==> src/rtl/rv32i_types.sv <==
// Shared result/CDB types and source numbering for the execution back end.
package rv32i_types;

  localparam int PR_BITS_DEFAULT  = 5;
  localparam int ROB_BITS_DEFAULT = 4;

  // Function-unit result sources, in arbitration index order.
  localparam int BASE_SRC   = 0;
  localparam int MUL_SRC    = 1;
  localparam int DIV_SRC    = 2;
  localparam int BR_SRC     = 3;
  localparam int LS_SRC     = 4;
  localparam int NUM_FU_SRC = 5;

  typedef struct packed {
    logic [PR_BITS_DEFAULT-1:0]  pr_dest;
    logic [ROB_BITS_DEFAULT-1:0] rob_idx;
    logic [31:0]                 rd_data;
  } fu_result_t;

  typedef struct packed {
    logic                        ready;
    logic [PR_BITS_DEFAULT-1:0]  pr_dest;
    logic [ROB_BITS_DEFAULT-1:0] rob_idx;
    logic [31:0]                 rd_data;
  } cdb_t;

  // Width of an index into n entries; never narrower than one bit.
  function automatic int ptr_bits(input int n);
    return (n > 1) ? $clog2(n) : 1;
  endfunction

endpackage

==> src/rtl/cdb_rr_select.sv <==
// Round-robin selector: grants up to CDB_COUNT held sources, scanning from
// rr_ptr with wrap-around, and reports which source feeds each lane.
module cdb_rr_select #(
  parameter int SRC_COUNT = 5,
  parameter int CDB_COUNT = 1,
  localparam int PTR_W    = rv32i_types::ptr_bits(SRC_COUNT)
) (
  input  logic [SRC_COUNT-1:0]            held,
  input  logic [PTR_W-1:0]                rr_ptr,
  output logic [SRC_COUNT-1:0]            grant,
  output logic [CDB_COUNT-1:0]            lane_valid,
  output logic [CDB_COUNT-1:0][PTR_W-1:0] lane_src,
  output logic [PTR_W-1:0]                rr_ptr_next
);

  int n_granted;
  int scan_src;

  // Walk sources in scan order; the k-th held source found takes lane k.
  always_comb begin
    grant       = '0;
    lane_valid  = '0;
    lane_src    = '0;
    rr_ptr_next = rr_ptr;
    n_granted   = 0;
    scan_src    = 0;
    for (int j = 0; j < SRC_COUNT; j++) begin
      scan_src = int'(rr_ptr) + j;
      if (scan_src >= SRC_COUNT) scan_src = scan_src - SRC_COUNT;
      for (int i = 0; i < SRC_COUNT; i++) begin
        if (i == scan_src && held[i] && n_granted < CDB_COUNT) begin
          grant[i] = 1'b1;
          for (int k = 0; k < CDB_COUNT; k++) begin
            if (k == n_granted) begin
              lane_valid[k] = 1'b1;
              lane_src[k]   = PTR_W'(i);
            end
          end
          // Pointer moves just past the last winner so it loses priority next.
          rr_ptr_next = (i == SRC_COUNT - 1) ? '0 : PTR_W'(i + 1);
          n_granted   = n_granted + 1;
        end
      end
    end
  end

endmodule

==> src/rtl/cdb_arbiter.sv <==
// Common data bus arbiter: one holding register per function-unit source,
// round-robin broadcast of up to CDB_COUNT held results per cycle.
module cdb_arbiter
  import rv32i_types::*;
#(
  parameter int SRC_COUNT = NUM_FU_SRC,
  parameter int CDB_COUNT = 1,
  parameter int PR_BITS   = PR_BITS_DEFAULT,
  parameter int ROB_BITS  = ROB_BITS_DEFAULT
) (
  input  logic                 clk,
  input  logic                 rst,
  input  logic                 flush,
  input  logic [SRC_COUNT-1:0] src_valid,
  input  fu_result_t           src_result [SRC_COUNT],
  output logic [SRC_COUNT-1:0] src_ready,
  output cdb_t                 cdb [CDB_COUNT]
);

  localparam int PTR_W = ptr_bits(SRC_COUNT);

  // The struct widths are fixed by the shared package; catch mismatched overrides.
  if (PR_BITS != PR_BITS_DEFAULT || ROB_BITS != ROB_BITS_DEFAULT) begin : g_bad_widths
    $error("cdb_arbiter: PR_BITS/ROB_BITS must match rv32i_types field widths");
  end
  if (CDB_COUNT < 1 || CDB_COUNT > SRC_COUNT) begin : g_bad_lanes
    $error("cdb_arbiter: CDB_COUNT must be in 1..SRC_COUNT");
  end

  logic [SRC_COUNT-1:0]            held_q, held_d;
  fu_result_t                      hold_data_q [SRC_COUNT];
  fu_result_t                      hold_data_d [SRC_COUNT];
  logic [PTR_W-1:0]                rr_ptr_q, rr_ptr_d;
  logic [SRC_COUNT-1:0]            grant;
  logic [CDB_COUNT-1:0]            lane_valid;
  logic [CDB_COUNT-1:0][PTR_W-1:0] lane_src;
  logic [PTR_W-1:0]                rr_ptr_next;
  logic [SRC_COUNT-1:0]            accept;

  cdb_rr_select #(
    .SRC_COUNT(SRC_COUNT),
    .CDB_COUNT(CDB_COUNT)
  ) u_select (
    .held       (held_q),
    .rr_ptr     (rr_ptr_q),
    .grant      (grant),
    .lane_valid (lane_valid),
    .lane_src   (lane_src),
    .rr_ptr_next(rr_ptr_next)
  );

  // A source may hand over a result when its slot is empty or being drained now.
  always_comb begin
    src_ready = '0;
    for (int i = 0; i < SRC_COUNT; i++) begin
      src_ready[i] = ~rst & ~flush & (~held_q[i] | grant[i]);
    end
    accept = src_valid & src_ready;
  end

  // Next holding state: accept overrides grant-clear so a winner can refill with no bubble.
  always_comb begin
    held_d      = held_q;
    hold_data_d = hold_data_q;
    rr_ptr_d    = rr_ptr_q;
    if (rst) begin
      held_d   = '0;
      rr_ptr_d = '0;
    end else if (flush) begin
      held_d = '0;
    end else begin
      held_d   = (held_q & ~grant) | accept;
      rr_ptr_d = rr_ptr_next;
      for (int i = 0; i < SRC_COUNT; i++) begin
        if (accept[i]) hold_data_d[i] = src_result[i];
      end
    end
  end

  // State registers; the data slots need no reset because held_q qualifies them.
  always_ff @(posedge clk) begin
    held_q      <= held_d;
    rr_ptr_q    <= rr_ptr_d;
    hold_data_q <= hold_data_d;
  end

  // Lane muxes read holding registers only, so src_* never reaches the bus combinationally.
  always_comb begin
    for (int k = 0; k < CDB_COUNT; k++) begin
      cdb[k] = '0;
      if (!rst && !flush && lane_valid[k]) begin
        cdb[k].ready   = 1'b1;
        cdb[k].pr_dest = hold_data_q[lane_src[k]].pr_dest;
        cdb[k].rob_idx = hold_data_q[lane_src[k]].rob_idx;
        cdb[k].rd_data = hold_data_q[lane_src[k]].rd_data;
      end
    end
  end

endmodule

==> config.mk <==
export PLATFORM = sky130hd
export DESIGN_NAME = cdb_arbiter
export DESIGN_NICKNAME = d
export VERILOG_FILES = /design/src/rtl/rv32i_types.sv /design/src/rtl/cdb_rr_select.sv /design/src/rtl/cdb_arbiter.sv
export SDC_FILE = /design/constraint.sdc
export NUM_CORES = 1
export LEC_CHECK = 0
export BUFFER_PORTS_ARGS = -buffer_cell sky130_fd_sc_hd__buf_2
export CAP_MARGIN = 20
export CORE_AREA = 2 2 153 155
export CTS_CLUSTER_SIZE = 20
export DETAILED_ROUTE_END_ITERATION = 12
export DIE_AREA = 0 0 155 157
export PLACE_DENSITY_LB_ADDON = 0.15
export SYNTH_ARGS = -nofsm -noshare
export SYNTH_HDL_FRONTEND = slang
export SYNTH_SLANG_ARGS = --single-unit
==> constraint.sdc <==
create_clock -name clk -period 30.8 [get_ports clk]
set_input_delay 1.54 -clock clk [delete_from_list [all_inputs] [get_ports clk]]
set_output_delay 1.54 -clock clk [all_outputs]
set_load 0.05 [all_outputs]
==> flow_summary.ini <==
[logic_synthesis]
synth-xor-area-share_pct = 2.46
synth_compound_area_share_pct = 19.6
synth_top_family_by_area = compound AO/OA/AOI/OAI gates
synth-simple-area-share_pct = 14.9
ys_types = 119
seq_area_frac_synth_pct = 50.3
synth_mux_area_share_pct = 1.33
postSynthCellCount = 1029
synth-edff-count = 205
synth_nets = 1301
yosys_warnings = 0
ys.flop_type = edfxtp_1
synth_area_per_cell_um2 = 12.2
async_flop_share_pct = 0
syn_area_mm2 = 0.0126
synthAdderAreaFrac_pct = 5.94
ys_seq_elements = 213

[detailed_routing]
wirelength_mm = 40.7
drcViolationCount = 0
detailedRoute.firstIterationViolations = 1021
routedWlPerCell_um = 24.4
ant_nets = 0
via_count = 10500
firstDrtPassIters = 5
via_per_inst = 6.31

[sta]
period_needed_ns = 29.06
setup_violations = 0
worst_pin_slew_ns = 1.19
hold_viol = 0
fin_crit_sh_pct = 94.4
fin_skew_ns = 0.00896
fmax_ghz = 0.0344
slew_viol_final = 0
slew_headroom_pct = 19.6

[worst_setup_path]
r2r_cells = 146
r2r-end = hold_data_q[59]$_DFFE_PP_
required_ns = 29.26
slowest_delay_ns = 0.57
slowest_stage = or4_1
worst-setup-path-type = register to primary output
timing.rr.start = rr_ptr_q[1]$_SDFFE_PP0P_
cp-end-kind = primary output
worst_ep_arrival_time_ns = 27.52
start_kind = register
regToRegSetupSlack_ns = 3.77
cp_common_cell = ha_1
critical_path.max_fanout = 18

[finish]
nFillCells = 1603
final_net_count = 1635
area.growth.synth_to_final_pct = 27.3
utilization_pct = 71.1
final_cell_count_no_fill = 1668
drive_gt1_share_pct = 41.2

[global_routing]
grt_pass1_wl_mm = 59.6
busiest_layer = met2
grt_overflow = 0
antenna_found_initial = 6
use_met3_pct = 4.68
grt_use_met1_pct = 44.0
grt_pass1_vias = 10200
grtUsageTotal_pct = 32.0
grt_max_degree = 42
use_met2_pct = 53.7

[min_path]
min_to = rr_ptr_q[0]$_SDFFE_PP0P_
min_from = rr_ptr_q[0]$_SDFFE_PP0P_
hp-class = register to register
min_path_cells = 2

[power_and_ir_drop]
peakVddDrop_v = 0.0000564
p_leak_nw = 6.24
powerDensity_mw_per_mm2 = 85.9

[clock_tree]
root_buffer = clkbuf_16
cts_max_level = 1
clkLatencyLatePin_ns = 0.53
clock_path_buffers = 3
cts_tree = done
cts_made_buffers = 23
cts.sink_count = 213
path_clk_slew_ns = 0.06

[die]
start_util_pct = 55.8
num_rows = 55
dieArea_mm2 = 0.0243
ios = 260
die_x_um = 155
core_area_mm2 = 0.0225
fp.dieH_um = 157

[place]
hpwl_mm = 29.4
routabilityCongestion = 0.971
port_buffers = 259
dp_cells = 1596

[job]
drv_cap = 0

[outcome]
outcome = finished, final reports clean
-- critical path, delay by kind of cell, from the launching register on --
| family | cells | cell delay, ns |
|---|---|---|
| and+or+nand+nor | 56 | 10.62 |
| AOI/OAI and AO/OA | 31 | 5.51 |
| adders and majority gates | 22 | 3.79 |
| buffers and inverters | 24 | 3.22 |
| xor gates and xnor gates | 13 | 2.51 |
| muxes | 3 | 0.91 |
| DFF | 1 | 0.37 |
-- power by group --
part | switching, mW | total [mW] | internal (mW) | leakage [nW]
sequential | 0.00457 | 0.334 | 0.330 | 1.94
clock | 0.114 | 0.267 | 0.153 | 0.343
combinational | 0.470 | 0.773 | 0.303 | 3.95
-- cells in the final DEF, fill, tap and decap left out, types with 7 or more instances in the layout --
cell type,Yosys,layout
buf_2,22,230
edfxtp_1,205,205
buf_4,14,107
nand3_1,104,102
a21oi_1,66,63
ha_1,58,58
inv_1,50,49
nand2_1,46,46
nor2_1,29,27
a311oi_2,20,27
a221oi_2,25,25
clkbuf_16,0,25
buf_12,0,20
a221oi_1,17,17
o21ai_0,16,15
a311oi_1,22,15
xnor2_1,17,14
nor3_1,17,12
nor2b_1,13,12
nand4_1,12,12
nand2b_1,12,11
and2_1,14,9
o211ai_1,8,8
mux2_2,8,8
dfxtp_1,8,8
nor4_1,9,7
buf_6,21,7
-- final cells by class --
class	count	area [µm²]	share of cell area, %
repair buffers	373	2540	15.9
inverters	54	209	1.31
multi-input cells	698	5840	36.5
well taps	285	357	2.23
flip-flops and latches	213	6320	39.5
clock buffers	26	587	3.67
diodes	6	15.0	0.0938
clock inverters	13	128	0.798
-- synth_stat cells, drive strengths merged (8+ instances only) --
library cell  count  area, µm²
o21ai            19        118
nor3             18        101
xnor2            19        193
nand2            49        191
nand3           105        531
or2               8       50.1
nor2             31        126
edfxtp          205       6160
nor2b            13       81.3
a211oi            9       77.6
buf              58        455
nand2b           12       75.1
ha               58        726
and2             14       87.6
dfxtp             8        160
nor4             12        103
a221oi           42        524
nand4            12       75.1
o211ai            8       60.1
a21oi            68        348
inv              54        205
a311oi           42        493
mux2              9        105
-- worst max-delay path by stage --
stage / from / to / slack (ns) / cells after the start
2_1_floorplan: rr_ptr_q[1]$_SDFFE_PP0P_ / cdb[31] / 1.45 / 139
3_3_place_gp: rr_ptr_q[1]$_SDFFE_PP0P_ / cdb[23] / 0.29 / 136
3_5_place_dp: rr_ptr_q[1]$_SDFFE_PP0P_ / cdb[23] / -0.29 / 137
4_1_cts: rr_ptr_q[1]$_SDFFE_PP0P_ / cdb[23] / 0.08 / 141
5_1_grt: rr_ptr_q[1]$_SDFFE_PP0P_ / cdb[7] / -0.14 / 152
6_report: rr_ptr_q[1]$_SDFFE_PP0P_ / cdb[7] / 1.74 / 149
-- flip-flops by register name, summed over array words and instances (netlist names) --
register / cells
rr_ptr_q: 3
hold_data_q: 205
held_q: 5
-- metal layers --
layer	vias up	share of wire, %
met2	584	49
met1	5116	40
met3	77	8.4
met4	2	2.4
met5	-	0.032
li1	4747	-
-- cells by family (layout without fill, tap and decap cells) --
family                   count (synthesis)  count (layout)
buffers and inverters                  118             466
AND/OR/NAND/NOR                        325             325
XOR/XNOR                                25              25
flip-flops                             213             213
multiplexers                            14              14
other                                    2               8
adder cells (fa/ha/maj)                 59              59
AO/OA/AOI/OAI                          273             273
-- through the flow --
step                setup WS [ns]  area, µm²  hold slack, ns  power (mW)  setup TNS [ns]
detailed placement         -0.291      14700           0.701        1.06           -3.19
CTS                        0.0785      15400           0.709        1.33               0
global route               -0.138      16000           0.758        1.43           -3.41
floorplan                    1.45      12600           0.624       0.833               0
finish                       1.74      16000           0.716        1.37               0
global placement            0.291      14700           0.668        1.06               0
-- what timing repair did --
action                                  CTS  global route
hold buffers                              0             0
cloned                                    0             3
pin swaps                                 1            19
gates resized for setup                   5            94
endpoints found under the setup margin   42            88
setup buffers                             3            20
Note: power is estimated with default switching activity, not from simulation.
